[config.mk]
export PLATFORM = sky130hd
export DESIGN_NAME = sub_norm_unit_flat
export DESIGN_NICKNAME = d
export VERILOG_FILES = /design/src/rtl/sub_norm_unit_if.sv /design/src/rtl/sub_norm_unit.sv /design/src/flat_wrapper.sv
export SDC_FILE = /design/constraint.sdc
export NUM_CORES = 1
export LEC_CHECK = 0
export CELL_PAD_IN_SITES_DETAIL_PLACEMENT = 1
export CELL_PAD_IN_SITES_GLOBAL_PLACEMENT = 1
export CORE_UTILIZATION = 45
export DETAILED_ROUTE_END_ITERATION = 7
export PLACE_DENSITY = 0.88
export REMOVE_ABC_BUFFERS = 1
export SETUP_SLACK_MARGIN = 0.1
export SLEW_MARGIN = 25
export SYNTH_ARGS = -nofsm -noshare
export SYNTH_HDL_FRONTEND = slang
export SYNTH_SLANG_ARGS = --single-unit
[constraint.sdc]
create_clock -name i_clk -period 38 [get_ports i_clk]
set_clock_uncertainty 0.05 [all_clocks]
set_input_delay 5.7 -clock i_clk [delete_from_list [all_inputs] [get_ports i_clk]]
set_output_delay 5.7 -clock i_clk [all_outputs]
set_load 0.05 [all_outputs]
[src/rtl/sub_norm_unit_if.sv]
// Valid/ready bus for sub_norm_unit: operand handshake in, normalized result handshake out.
// The o_op_cnt member exists only when SUB_NORM_PERF_CNT_EN is defined.
interface sub_norm_unit_if #(
    parameter int SIZE_SUB   = 28,
    parameter int SIZE_SHIFT = 5
);
    logic                  i_valid;
    logic                  o_ready;
    logic [SIZE_SUB-1:0]   i_data_a;
    logic [SIZE_SUB-1:0]   i_data_b;
    logic                  o_valid;
    logic                  i_ready;
    logic [SIZE_SUB-1:0]   o_diff;
    logic                  o_sign;
    logic [SIZE_SHIFT-1:0] o_shift;
    logic                  o_zero;
`ifdef SUB_NORM_PERF_CNT_EN
    logic [15:0]           o_op_cnt;
`endif

    modport master (
        output i_valid, i_data_a, i_data_b, i_ready,
        input  o_ready, o_valid, o_diff, o_sign, o_shift, o_zero
`ifdef SUB_NORM_PERF_CNT_EN
        , input o_op_cnt
`endif
    );

    modport slave (
        input  i_valid, i_data_a, i_data_b, i_ready,
        output o_ready, o_valid, o_diff, o_sign, o_shift, o_zero
`ifdef SUB_NORM_PERF_CNT_EN
        , output o_op_cnt
`endif
    );
endinterface

[src/rtl/sub_norm_unit.sv]
// Two-stage pipelined magnitude subtractor with leading-zero normalization for the FP mantissa path.
// Optional output-transfer counter o_op_cnt enabled by defining SUB_NORM_PERF_CNT_EN.
module sub_norm_unit #(
    parameter int SIZE_SUB   = 28,
    parameter int SIZE_SHIFT = 5
) (
    input  logic              i_clk,
    input  logic              i_rst_n,
    sub_norm_unit_if.slave    bus
);

    logic                  s1Valid_q, s1Valid_d;
    logic [SIZE_SUB-1:0]   s1Diff_q,  s1Diff_d;
    logic                  s1Sign_q,  s1Sign_d;
    logic                  s1Zero_q,  s1Zero_d;

    logic                  s2Valid_q, s2Valid_d;
    logic [SIZE_SUB-1:0]   s2Diff_q,  s2Diff_d;
    logic                  s2Sign_q,  s2Sign_d;
    logic [SIZE_SHIFT-1:0] s2Shift_q, s2Shift_d;
    logic                  s2Zero_q,  s2Zero_d;

    logic                  s2Free;
    logic                  inXfer;
    logic                  advance;
    logic                  outXfer;
    logic [SIZE_SUB:0]     subSum;
    logic [SIZE_SHIFT-1:0] lzCount;
    logic                  lzFound;

    assign s2Free  = !s2Valid_q || bus.i_ready;
    assign advance = s1Valid_q && s2Free;
    assign outXfer = s2Valid_q && bus.i_ready;
    assign inXfer  = bus.i_valid && bus.o_ready;

    assign bus.o_ready = !s1Valid_q || s2Free;
    assign bus.o_valid = s2Valid_q;
    assign bus.o_diff  = s2Diff_q;
    assign bus.o_sign  = s2Sign_q;
    assign bus.o_shift = s2Shift_q;
    assign bus.o_zero  = s2Zero_q;

    // A one-bit-wider two's-complement subtract; the carry out tells us a >= b.
    assign subSum = {1'b0, bus.i_data_a} + {1'b0, ~bus.i_data_b} + {{SIZE_SUB{1'b0}}, 1'b1};

    always_comb begin
        s1Valid_d = s1Valid_q;
        s1Diff_d  = s1Diff_q;
        s1Sign_d  = s1Sign_q;
        s1Zero_d  = s1Zero_q;
        if (inXfer) begin
            s1Valid_d = 1'b1;
            s1Zero_d  = (bus.i_data_a == bus.i_data_b);
            if (subSum[SIZE_SUB]) begin
                s1Diff_d = subSum[SIZE_SUB-1:0];
                s1Sign_d = 1'b0;
            end else begin
                s1Diff_d = bus.i_data_b - bus.i_data_a;
                s1Sign_d = 1'b1;
            end
        end else if (advance) begin
            s1Valid_d = 1'b0;
        end
    end

    always_comb begin
        lzCount = '0;
        lzFound = 1'b0;
        for (int i = SIZE_SUB - 1; i >= 0; i--) begin
            if (!lzFound) begin
                if (s1Diff_q[i]) begin
                    lzFound = 1'b1;
                end else begin
                    lzCount = lzCount + SIZE_SHIFT'(1);
                end
            end
        end
    end

    // An equal-operand result is forced to +0 with no shift so it is never reported negative.
    always_comb begin
        s2Valid_d = s2Valid_q;
        s2Diff_d  = s2Diff_q;
        s2Sign_d  = s2Sign_q;
        s2Shift_d = s2Shift_q;
        s2Zero_d  = s2Zero_q;
        if (advance) begin
            s2Valid_d = 1'b1;
            s2Zero_d  = s1Zero_q;
            if (s1Zero_q) begin
                s2Diff_d  = '0;
                s2Shift_d = '0;
                s2Sign_d  = 1'b0;
            end else begin
                s2Diff_d  = s1Diff_q << lzCount;
                s2Shift_d = lzCount;
                s2Sign_d  = s1Sign_q;
            end
        end else if (outXfer) begin
            s2Valid_d = 1'b0;
        end
    end

    always_ff @(posedge i_clk or negedge i_rst_n) begin
        if (!i_rst_n) begin
            s1Valid_q <= 1'b0;
            s1Diff_q  <= '0;
            s1Sign_q  <= 1'b0;
            s1Zero_q  <= 1'b0;
            s2Valid_q <= 1'b0;
            s2Diff_q  <= '0;
            s2Sign_q  <= 1'b0;
            s2Shift_q <= '0;
            s2Zero_q  <= 1'b0;
        end else begin
            s1Valid_q <= s1Valid_d;
            s1Diff_q  <= s1Diff_d;
            s1Sign_q  <= s1Sign_d;
            s1Zero_q  <= s1Zero_d;
            s2Valid_q <= s2Valid_d;
            s2Diff_q  <= s2Diff_d;
            s2Sign_q  <= s2Sign_d;
            s2Shift_q <= s2Shift_d;
            s2Zero_q  <= s2Zero_d;
        end
    end

`ifdef SUB_NORM_PERF_CNT_EN
    logic [15:0] opCnt_q, opCnt_d;

    assign opCnt_d      = outXfer ? opCnt_q + 16'd1 : opCnt_q;
    assign bus.o_op_cnt = opCnt_q;

    always_ff @(posedge i_clk or negedge i_rst_n) begin
        if (!i_rst_n) begin
            opCnt_q <= '0;
        end else begin
            opCnt_q <= opCnt_d;
        end
    end
`endif

endmodule
[src/flat_wrapper.sv]
// flat-port wrapper written by rule: the top's interface ports become plain ports
module sub_norm_unit_flat 
#(
    parameter int SIZE_SUB   = 28,
    parameter int SIZE_SHIFT = 5
)
  (i_clk, i_rst_n, bus_i_valid, bus_i_data_a, bus_i_data_b, bus_i_ready, bus_o_ready, bus_o_valid, bus_o_diff, bus_o_sign, bus_o_shift, bus_o_zero);
  sub_norm_unit_if #(.SIZE_SUB(SIZE_SUB), .SIZE_SHIFT(SIZE_SHIFT)) bus_i ();
  input  logic i_clk;
  input  logic i_rst_n;
  input wire logic [$bits(bus_i.i_valid)-1:0] bus_i_valid;
  input wire logic [$bits(bus_i.i_data_a)-1:0] bus_i_data_a;
  input wire logic [$bits(bus_i.i_data_b)-1:0] bus_i_data_b;
  input wire logic [$bits(bus_i.i_ready)-1:0] bus_i_ready;
  output wire logic [$bits(bus_i.o_ready)-1:0] bus_o_ready;
  output wire logic [$bits(bus_i.o_valid)-1:0] bus_o_valid;
  output wire logic [$bits(bus_i.o_diff)-1:0] bus_o_diff;
  output wire logic [$bits(bus_i.o_sign)-1:0] bus_o_sign;
  output wire logic [$bits(bus_i.o_shift)-1:0] bus_o_shift;
  output wire logic [$bits(bus_i.o_zero)-1:0] bus_o_zero;
  assign bus_i.i_valid = bus_i_valid;
  assign bus_i.i_data_a = bus_i_data_a;
  assign bus_i.i_data_b = bus_i_data_b;
  assign bus_i.i_ready = bus_i_ready;
  assign bus_o_ready = bus_i.o_ready;
  assign bus_o_valid = bus_i.o_valid;
  assign bus_o_diff = bus_i.o_diff;
  assign bus_o_sign = bus_i.o_sign;
  assign bus_o_shift = bus_i.o_shift;
  assign bus_o_zero = bus_i.o_zero;
  sub_norm_unit #(.SIZE_SUB(SIZE_SUB), .SIZE_SHIFT(SIZE_SHIFT)) u_core (.i_clk(i_clk), .i_rst_n(i_rst_n), .bus(bus_i));
endmodule
==> impl_metrics.env, run 1 <==
export IMPL_run_status="completed"
export IMPL_core_um2=21820
export IMPL_grt_util_all_layers=0.2998
export IMPL_finalWorstPathRequiredPeriod_ns=15.57
export IMPL_synth_flop_cell="dfrtp_1"
export IMPL_slew_headroom=0.3817
export IMPL_worstHoldPathType="flop to flop"
export IMPL_cp_arrival_ns=15.75
export IMPL_area_growth_pct=13.50
export IMPL_regToRegStartpoint="u_core.s1Diff_q[24]$_DFFE_PN0P_"
export IMPL_final_antenna_net_count=0
export IMPL_wl_met2_mm=17.32
export IMPL_cp_start_kind="flop"
export IMPL_clock_path_buffers=2
export IMPL_setup_viol=0
export IMPL_crit_type="flop to flop"
export IMPL_min_from="u_core.bus.o_sign$_DFFE_PN0P_"
export IMPL_cts_root_buf="clkbuf_16"
export IMPL_cts_htree_levels=3
export IMPL_yosys_top_cells_area="dfrtp_1, ha_1, mux2i_1"
export IMPL_io_buffers=96
export IMPL_wl_met3_mm=1.389
export IMPL_clkSinkCount=67
export IMPL_clock_latency_ns=0.34
export IMPL_hold_buffers=0
export IMPL_fin_nets=1499
export IMPL_crit_fanout=49
export IMPL_hold_slack_ns=0.4394
export IMPL_synth_edf_count=0
export IMPL_swShare=0.5245
export IMPL_peakVddDrop_mv=0.02627
export IMPL_cap_violations=0
export IMPL_num_vias=10240
export IMPL_critPathCaptureType="flop"
export IMPL_power_density_nw_per_um2=62.58
export IMPL_syn_instance_count=1321
export IMPL_wl_per_cell_um=20.73
export IMPL_async_flop_share=1.000
export IMPL_combPwrFrac=0.679
export IMPL_cts_inserted_buffers=9
export IMPL_wl_mm=34.04
export IMPL_drt_pass1_iterations=5
export IMPL_leakage_nw=5.133
export IMPL_period_share=0.4097
export IMPL_top_layer="met4"
export IMPL_crit_path_start="u_core.s1Diff_q[24]$_DFFE_PN0P_"
export IMPL_tightestPinTransition_ns=0.9250
export IMPL_fmax_mhz=64.23
export IMPL_synth_cell_types=92
export IMPL_p_sw_mw=0.3732
export IMPL_post_cts_buffers=0
export IMPL_grt_pass1_wl_mm=54.26
export IMPL_drt_iter0_drc=650
export IMPL_synth_top_cell_area_share=0.1674
export IMPL_io_pins=97
export IMPL_cts_tree="yes"
export IMPL_cp_common_cell="ha_1"
export IMPL_overflow=0
export IMPL_place_congestion=0.9489
export IMPL_remaining_drc_errors=0
export IMPL_dieHeight_um=151.2
export IMPL_fillers=2713
export IMPL_sequentialPowerShare=0.193
export IMPL_antenna_found_initial=0
export IMPL_slowest_delay_ns=0.78
export IMPL_hold_viol=0
export IMPL_dp_hpwl_mm=26.39
export IMPL_initial_utilization=0.4590
export IMPL_std_cell_rows=54
export IMPL_die_x_um=151.2
export IMPL_ctsResizeCount=0
export IMPL_crit_slowest_cell="or4_1"
export IMPL_vias_per_cell=6.239
export IMPL_yosysTopAreaCell="dfrtp_1"
export IMPL_critPathRequiredTime_ns=38.18
export IMPL_drive_gt1_frac=0.06241
export IMPL_crit_family="compound AO/OA/AOI/OAI gates"
export IMPL_path_buf_inv=1
export IMPL_diodes=0
export IMPL_yosysMostFrequentCell="nand2_1"
export IMPL_grt_pass1_vias=10540
export IMPL_tns_ns=0
export IMPL_intPower_mw=0.3384
export IMPL_yosysWarnings=0
export IMPL_yosys_top_cells_count="nand2_1, a21oi_1, nor2_1"
export IMPL_slew_viol_final=0
export IMPL_avgSynthCellArea_um2=7.583
export IMPL_m1WireLength_mm=14.26
export IMPL_syn_area_um2=10020
export IMPL_clkSlewWorstSetupHoldPaths_ns=0.06
export IMPL_yosysSeqAreaShare=0.1674
export IMPL_grt_max_degree=68
export IMPL_rsz0062_at_grt="false"
export IMPL_clock_power_share=0.129
export IMPL_synth_seq_cells=67
export IMPL_die_area_um2=22860
==> sequential cells by signal, indices dropped and copies added, names as in the netlist <==
signal / cells
u_core.bus.o_diff: 28
u_core.s1Diff_q: 28
u_core.bus.o_shift: 5
u_core.bus.o_sign: 1
u_core.bus.o_valid: 1
u_core.bus.o_zero: 1
u_core.s1Sign_q: 1
u_core.s1Valid_q: 1
u_core.s1Zero_q: 1
==> power groups by stage <==
stage,Sequential (mW),Clock (mW),Combinational (mW)
floorplan,0.171,0,0.290
global placement,0.134,0,0.451
detailed placement,0.136,0,0.469
CTS,0.135,0.0916,0.478
global route,0.139,0.0939,0.519
finish,0.137,0.0915,0.483
==> metal layers <==
layer	vias to the layer above	track usage
li1	4765	-
met1	5061	0.3612
met2	334	0.5443
met3	84	0.02952
met4	0	0.1140
met5	-	0
==> layout make-up <==
cell class,count,area (um^2),share of cell area
clock buffer,10,229.0,0.02014
clock inverter,6,90.09,0.007923
inverter,89,334.1,0.02938
multi-input combinational,1085,7666,0.6743
sequential,67,1677,0.1475
tap,280,350.3,0.03081
timing repair buffer,105,1023,0.09002
==> worst register-to-register path: cells and delay by family (launching register included) <==
family,cells,cell delay [ns]
multiplexers,8,1.46
XOR/XNOR,4,0.90
AND/OR/NAND/NOR,24,3.50
buffers and inverters,1,0.30
flip-flops,1,0.52
AO/OA/AOI/OAI,23,5.02
adder cells (fa/ha/maj),13,3.75
==> kinds of logic after synthesis <==
group / count (synthesis) / synth area share
adder cells (fa/ha/maj): 87 / 0.1089
AND/OR/NAND/NOR: 438 / 0.2166
flip-flops: 67 / 0.1674
buffers and inverters: 169 / 0.06920
AO/OA/AOI/OAI: 394 / 0.2553
XOR/XNOR: 81 / 0.09355
multiplexers: 85 / 0.08906
==> worst paths after layout <==
check	cells past startpoint	slack, ns	end
max	73	22.43	u_core.bus.o_diff[27]$_DFFE_PN0P_
min	2	0.44	u_core.bus.o_sign$_DFFE_PN0P_
max reg2reg	73	22.43	u_core.bus.o_diff[27]$_DFFE_PN0P_
min reg2reg	2	0.44	u_core.bus.o_sign$_DFFE_PN0P_
max in group asynchronous	2	31.81	u_core.s1Diff_q[12]$_DFFE_PN0P_
min in group asynchronous	2	5.50	u_core.bus.o_diff[1]$_DFFE_PN0P_
==> layout by cell type (no fill, tap or decap), types with 8 or more instances in the layout <==
master / n
dfrtp_1: 67
clkdlybuf4s50_1: 95
ha_1: 80
nand3_1: 18
o21ai_0: 92
xnor2_1: 38
nor2b_1: 27
nand2_1: 161
o31ai_1: 9
mux2i_1: 64
inv_1: 87
and2_1: 9
nand3b_1: 8
o21bai_1: 15
a211oi_1: 12
nand2b_1: 22
and3_1: 11
a21o_1: 46
o21a_1: 8
nor2_1: 94
a32o_1: 8
nor3_1: 24
a31oi_1: 8
a21oi_1: 106
buf_4: 9
mux2_2: 18
o21ai_1: 10
nand4_1: 13
or3_1: 11
clkbuf_16: 9
xor2_1: 24
o211ai_1: 10
==> stage by stage <==
step                total power [mW]  cell area [um^2]  setup WS (ns)  utilization  cells
global route                  0.7522             11370          21.14       0.5210   1642
CTS                           0.7049             11360          22.59       0.5206   1642
floorplan                     0.4614              9658          23.92            -   1241
global placement              0.5853             11040          23.59       0.5060   1626
finish                        0.7116             11370          22.43       0.5210   1642
detailed placement            0.6052             11040          22.73       0.5060   1626
Note: power is estimated with default switching activity, not from simulation.
==> run 2: changes to the inputs <==
Settings changed: CORE_UTILIZATION 45 to 40, PLACE_DENSITY 0.88 to 0.83.
Clock period 38 ns to 13.45 ns, I/O delays scaled along.
==> impl_metrics.env, run 2 (synthesis results as in run 1) <==
export IMPL_remaining_drc_errors=0
export IMPL_wl_mm=48.08
export IMPL_run_status="finished, violations left"
export IMPL_tightestPinTransition_ns=1.118
export IMPL_core_um2=24460
export IMPL_cts_inserted_buffers=9
export IMPL_most_common_layout_cells="nand2_1, buf_4, clkdlybuf4s50_1"
export IMPL_violations="negative setup slack"
export IMPL_fmax_mhz=66.60
export IMPL_grt_pass1_vias=11430
export IMPL_fillers=2895
export IMPL_critPathRequiredTime_ns=13.69
export IMPL_power_density_nw_per_um2=211.2
export IMPL_drt_iter0_drc=1214
export IMPL_slew_headroom=0.2466
export IMPL_whs_path_depth=1
export IMPL_area_growth_pct=31.85
export IMPL_place_congestion=0.9481
export IMPL_io_buffers=96
export IMPL_pre_cts_slack_ns=-0.6540
export IMPL_final_antenna_net_count=0
export IMPL_std_cell_rows=57
export IMPL_rsz0062_at_grt="true"
export IMPL_cts_tree="yes"
export IMPL_wl_per_cell_um=26.83
export IMPL_vias_per_cell=6.612
export IMPL_drt_pass1_iterations=6
export IMPL_slew_viol_final=0
export IMPL_drive_gt1_frac=0.2037
export IMPL_crit_cells=74
export IMPL_leakage_nw=5.845
export IMPL_cts_root_buf="clkbuf_16"
export IMPL_cts_htree_levels=3
export IMPL_clock_latency_ns=0.36
export IMPL_setup_viol=31
export IMPL_final_common_cell="nand2_1"
export IMPL_r2r_cells=74
export IMPL_cp_common_cell="ha_4"
export IMPL_num_vias=11850
export IMPL_peakVddDrop_mv=0.09459
export IMPL_dieHeight_um=160.3
export IMPL_worstHoldPathType="flop to flop"
export IMPL_clkSlewWorstSetupHoldPaths_ns=0.07
export IMPL_cap_violations=0
export IMPL_die_area_um2=25680
export IMPL_period_share=1.116
export IMPL_crit_slowest_cell="a2111oi_2"
export IMPL_critPathCaptureType="flop"
export IMPL_path_buf_inv=6
export IMPL_hold_buffers=0
export IMPL_overflow=0
export IMPL_finalWorstPathRequiredPeriod_ns=15.02
export IMPL_crit_family="compound AO/OA/AOI/OAI gates"
export IMPL_dp_hpwl_mm=27.07
export IMPL_crit_fanout=8
export IMPL_io_pins=97
export IMPL_grt_max_degree=68
export IMPL_antenna_found_initial=1
export IMPL_clkSinkCount=67
export IMPL_grt_util_all_layers=0.2929
export IMPL_grt_pass1_wl_mm=60.55
export IMPL_clock_path_buffers=2
export IMPL_diodes=0
export IMPL_initial_utilization=0.4095
export IMPL_cp_start_kind="flop"
export IMPL_crit_type="flop to flop"
export IMPL_die_x_um=160.3
export IMPL_finalWorstSetupSlack_ns=-1.566
export IMPL_hold_viol=0
export IMPL_seq_area_um2=1677
export IMPL_cp_arrival_ns=15.25
export IMPL_slowest_delay_ns=0.59
export IMPL_finalPower_mw=2.790
export IMPL_fin_nets=1606
export IMPL_multiInputGateArea_um2=8419
run 2: final timing paths:
kind,start,end,slack (ns)
min reg2reg,u_core.bus.o_diff[8]$_DFFE_PN0P_,u_core.bus.o_diff[8]$_DFFE_PN0P_,0.46
max in group asynchronous,i_rst_n,u_core.s1Diff_q[20]$_DFFE_PN0P_,10.88
max reg2reg,u_core.s1Diff_q[27]$_DFFE_PN0P_,u_core.bus.o_diff[24]$_DFFE_PN0P_,-1.57
max,u_core.s1Diff_q[27]$_DFFE_PN0P_,u_core.bus.o_diff[24]$_DFFE_PN0P_,-1.57
min in group asynchronous,i_rst_n,u_core.bus.o_diff[15]$_DFFE_PN0P_,1.82
min,u_core.bus.o_diff[8]$_DFFE_PN0P_,u_core.bus.o_diff[8]$_DFFE_PN0P_,0.46
run 2: repair_timing:
action,CTS,global route
cloned,2,2
pin swaps,45,82
gates resized for setup,52,125
setup endpoints to repair,30,32
setup buffers,31,34
run 2: metrics by stage:
stage	std cells	instance area (um^2)	setup TNS [ns]	hold slack, ns	util
CTS	1757	12300	0	0.4412	0.5029
floorplan	1241	9658	-7.906	0.4009	-
global placement	1709	11400	0	0.4157	0.4662
detailed placement	1709	11410	-10.09	0.4280	0.4664
global route	1792	13210	-45.29	0.4719	0.5399
finish	1792	13210	-32.64	0.4631	0.5399
run 2: metal layers:
| layer | vias up | GRT usage | wire length [um] |
|---|---|---|---|
| li1 | 4984 | - | - |
| met1 | 5795 | 0.3635 | 18190 |
| met2 | 770 | 0.4998 | 22560 |
| met3 | 299 | 0.03662 | 3853 |
| met4 | 0 | 0.1437 | 3483 |
| met5 | - | 0 | 0 |
run 2: power by group:
part	leakage [nW]	internal (mW)	switching [mW]
registers	0.836	0.265	0.137
logic	4.83	0.863	1.22
clock network	0.176	0.200	0.107
run 2: worst register-to-register path, delay by kind of cell, from the launching register on:
family	cells	cell delay (ns)
AOI/OAI and AO/OA	25	5.64
adders and majority gates	12	3.28
and+or+nand+nor	21	2.75
muxes	6	1.15
buffers and inverters	6	0.89
xor gates and xnor gates	4	0.77
DFF	1	0.39
run 2: area by class of cell:
| class | count | area share |
|---|---|---|
| multi-input combinational | 1085 | 0.6375 |
| timing repair buffer | 212 | 0.1517 |
| sequential | 67 | 0.1269 |
| tap | 324 | 0.03069 |
| inverter | 89 | 0.02577 |
| clock buffer | 9 | 0.01705 |
| clock inverter | 6 | 0.01042 |
==> run 3: changes to the inputs <==
Settings changed: CAP_MARGIN set to 20, CORE_MARGIN set to 2, PLACE_DENSITY 0.83 to unset, PLACE_DENSITY_LB_ADDON set to 0.12.
==> impl_metrics.env, run 3 (synthesis results as in run 1) <==
export IMPL_dieHeight_um=162.3
export IMPL_hold_viol=0
export IMPL_place_congestion=0.9222
export IMPL_crit_type="flop to flop"
export IMPL_dp_cells=1726
export IMPL_cp_arrival_ns=13.68
export IMPL_tightestPinTransition_ns=0.9326
export IMPL_diodes=0
export IMPL_detailed_place_area_um2=11550
export IMPL_finalWorstPathRequiredPeriod_ns=13.45
export IMPL_combPwrFrac=0.752
export IMPL_cap_violations=0
export IMPL_instances_no_fill=1802
export IMPL_final_antenna_net_count=0
export IMPL_wl_mm=36.21
export IMPL_num_vias=10530
export IMPL_run_status="finished, violations left"
export IMPL_critPathCaptureType="flop"
export IMPL_grt_util_all_layers=0.2682
export IMPL_finalWorstSetupSlack_ns=-0.001119
export IMPL_cts_root_buf="clkbuf_16"
export IMPL_critPathRequiredTime_ns=13.68
export IMPL_core_um2=24460
export IMPL_clkSlewWorstSetupHoldPaths_ns=0.06
export IMPL_std_cell_rows=57
export IMPL_cp_start_kind="flop"
export IMPL_fin_area_um2=12950
export IMPL_drive_gt1_frac=0.1969
export IMPL_dp_hpwl_mm=27.42
export IMPL_clkSinkCount=67
export IMPL_swShare=0.4924
export IMPL_hold_slack_ns=0.4389
export IMPL_hold_buffers=0
export IMPL_setup_viol=1
export IMPL_initial_utilization=0.4095
export IMPL_rsz0062_at_grt="true"
export IMPL_cts_inserted_buffers=9
export IMPL_cts_tree="yes"
export IMPL_io_buffers=96
export IMPL_drt_pass1_iterations=5
export IMPL_most_common_layout_cells="nand2_1, buf_4, a21oi_1"
export IMPL_clock_power_share=0.097
export IMPL_crit_fanout=4
export IMPL_finalPower_mw=2.452
export IMPL_clock_latency_ns=0.34
export IMPL_area_growth_pct=29.32
export IMPL_leakage_nw=5.792
export IMPL_slowest_delay_ns=0.52
export IMPL_sequentialPowerShare=0.151
export IMPL_grt_max_degree=68
export IMPL_cts_htree_levels=3
export IMPL_peakVddDrop_mv=0.08187
export IMPL_die_area_um2=26330
export IMPL_fmax_mhz=74.34
export IMPL_die_x_um=162.3
export IMPL_wl_per_cell_um=20.09
export IMPL_slew_viol_final=0
export IMPL_crit_slowest_cell="or4_4"
export IMPL_period_share=1.000
export IMPL_worstHoldPathType="flop to flop"
export IMPL_clock_path_buffers=2
export IMPL_grt_pass1_wl_mm=57.16
export IMPL_final_common_cell="nand2_1"
export IMPL_overflow=0
export IMPL_fin_nets=1615
export IMPL_violations="negative setup slack"
export IMPL_pre_cts_slack_ns=-0.6845
export IMPL_power_density_nw_per_um2=189.3
export IMPL_io_pins=97
export IMPL_antenna_found_initial=0
export IMPL_p_sw_mw=1.208
export IMPL_vias_per_cell=5.841
export IMPL_remaining_drc_errors=0
export IMPL_slew_headroom=0.3783
export IMPL_grt_pass1_vias=10820
export IMPL_drt_iter0_drc=655
export IMPL_intPower_mw=1.245
## run 3: changes by cell type in the layout (fill, tap and decap cells not counted), sizes merged
cell      delta
buf          +7
bufbuf       +1
bufinv       -3
clkinvlp     +3
inv          +1
nor2         +1
## run 3: worst paths after layout
kind / slack, ns / to / depth (start not counted) / startpoint
max: -0.001 / u_core.bus.o_diff[21]$_DFFE_PN0P_ / 75 / u_core.s1Diff_q[27]$_DFFE_PN0P_
min in group asynchronous: 1.81 / u_core.bus.o_diff[13]$_DFFE_PN0P_ / 2 / i_rst_n
max in group asynchronous: 10.95 / u_core.s1Diff_q[19]$_DFFE_PN0P_ / 2 / i_rst_n
min reg2reg: 0.44 / u_core.bus.o_diff[6]$_DFFE_PN0P_ / 1 / u_core.bus.o_diff[6]$_DFFE_PN0P_
min: 0.44 / u_core.bus.o_diff[6]$_DFFE_PN0P_ / 1 / u_core.bus.o_diff[6]$_DFFE_PN0P_
max reg2reg: -0.001 / u_core.bus.o_diff[21]$_DFFE_PN0P_ / 75 / u_core.s1Diff_q[27]$_DFFE_PN0P_
## run 3: layer usage
metal | share of wire | track usage | up-vias
met2 | 0.50 | 0.4725 | 243
met4 | 0.026 | 0.08286 | 0
li1 | - | - | 5006
met5 | 0 | 0 | -
met3 | 0.030 | 0.02222 | 58
met1 | 0.44 | 0.3489 | 5218
## run 3: final cells by class
cell class	count	area [um^2]
Inverter	89	340.3
Clock buffer	9	225.2
Tap cell	324	405.4
Fill cell	2968	11510
Multi-Input combinational cell	1086	8220
Timing Repair Buffer	220	2011
Sequential cell	67	1677
Clock inverter	7	75.07
## run 3: what timing repair did
action                     4_1_cts  5_1_grt
gates cloned                     2        2
setup endpoints to repair       29       32
setup buffers                   42       14
pin swaps                       46       66
gates resized for setup         59       79
## run 3: power groups by stage
stage               clock [mW]  sequential [mW]  combinational (mW)
finish                   0.239            0.370                1.84
global route             0.252            0.379                1.98
CTS                      0.244            0.365                1.66
detailed placement           0            0.365                1.47
global placement             0            0.363                1.44
floorplan                    0            0.484               0.820
## run 3: critical path, delay by kind of cell (launching register included)
kind	cells	cell delay, ns
DFF	1	0.39
xor gates and xnor gates	4	0.74
AOI/OAI and AO/OA	23	3.78
and+or+nand+nor	24	2.85
muxes	8	1.73
adders and majority gates	13	3.35
buffers and inverters	3	0.44
## run 3: through the flow
step	TNS [ns]	utilization
2_1_floorplan	-7.906	-
4_1_cts	0	0.5097
3_3_place_gp	0	0.4720
6_report	-0.001119	0.5295
3_5_place_dp	-9.689	0.4720
5_1_grt	-13.82	0.5295
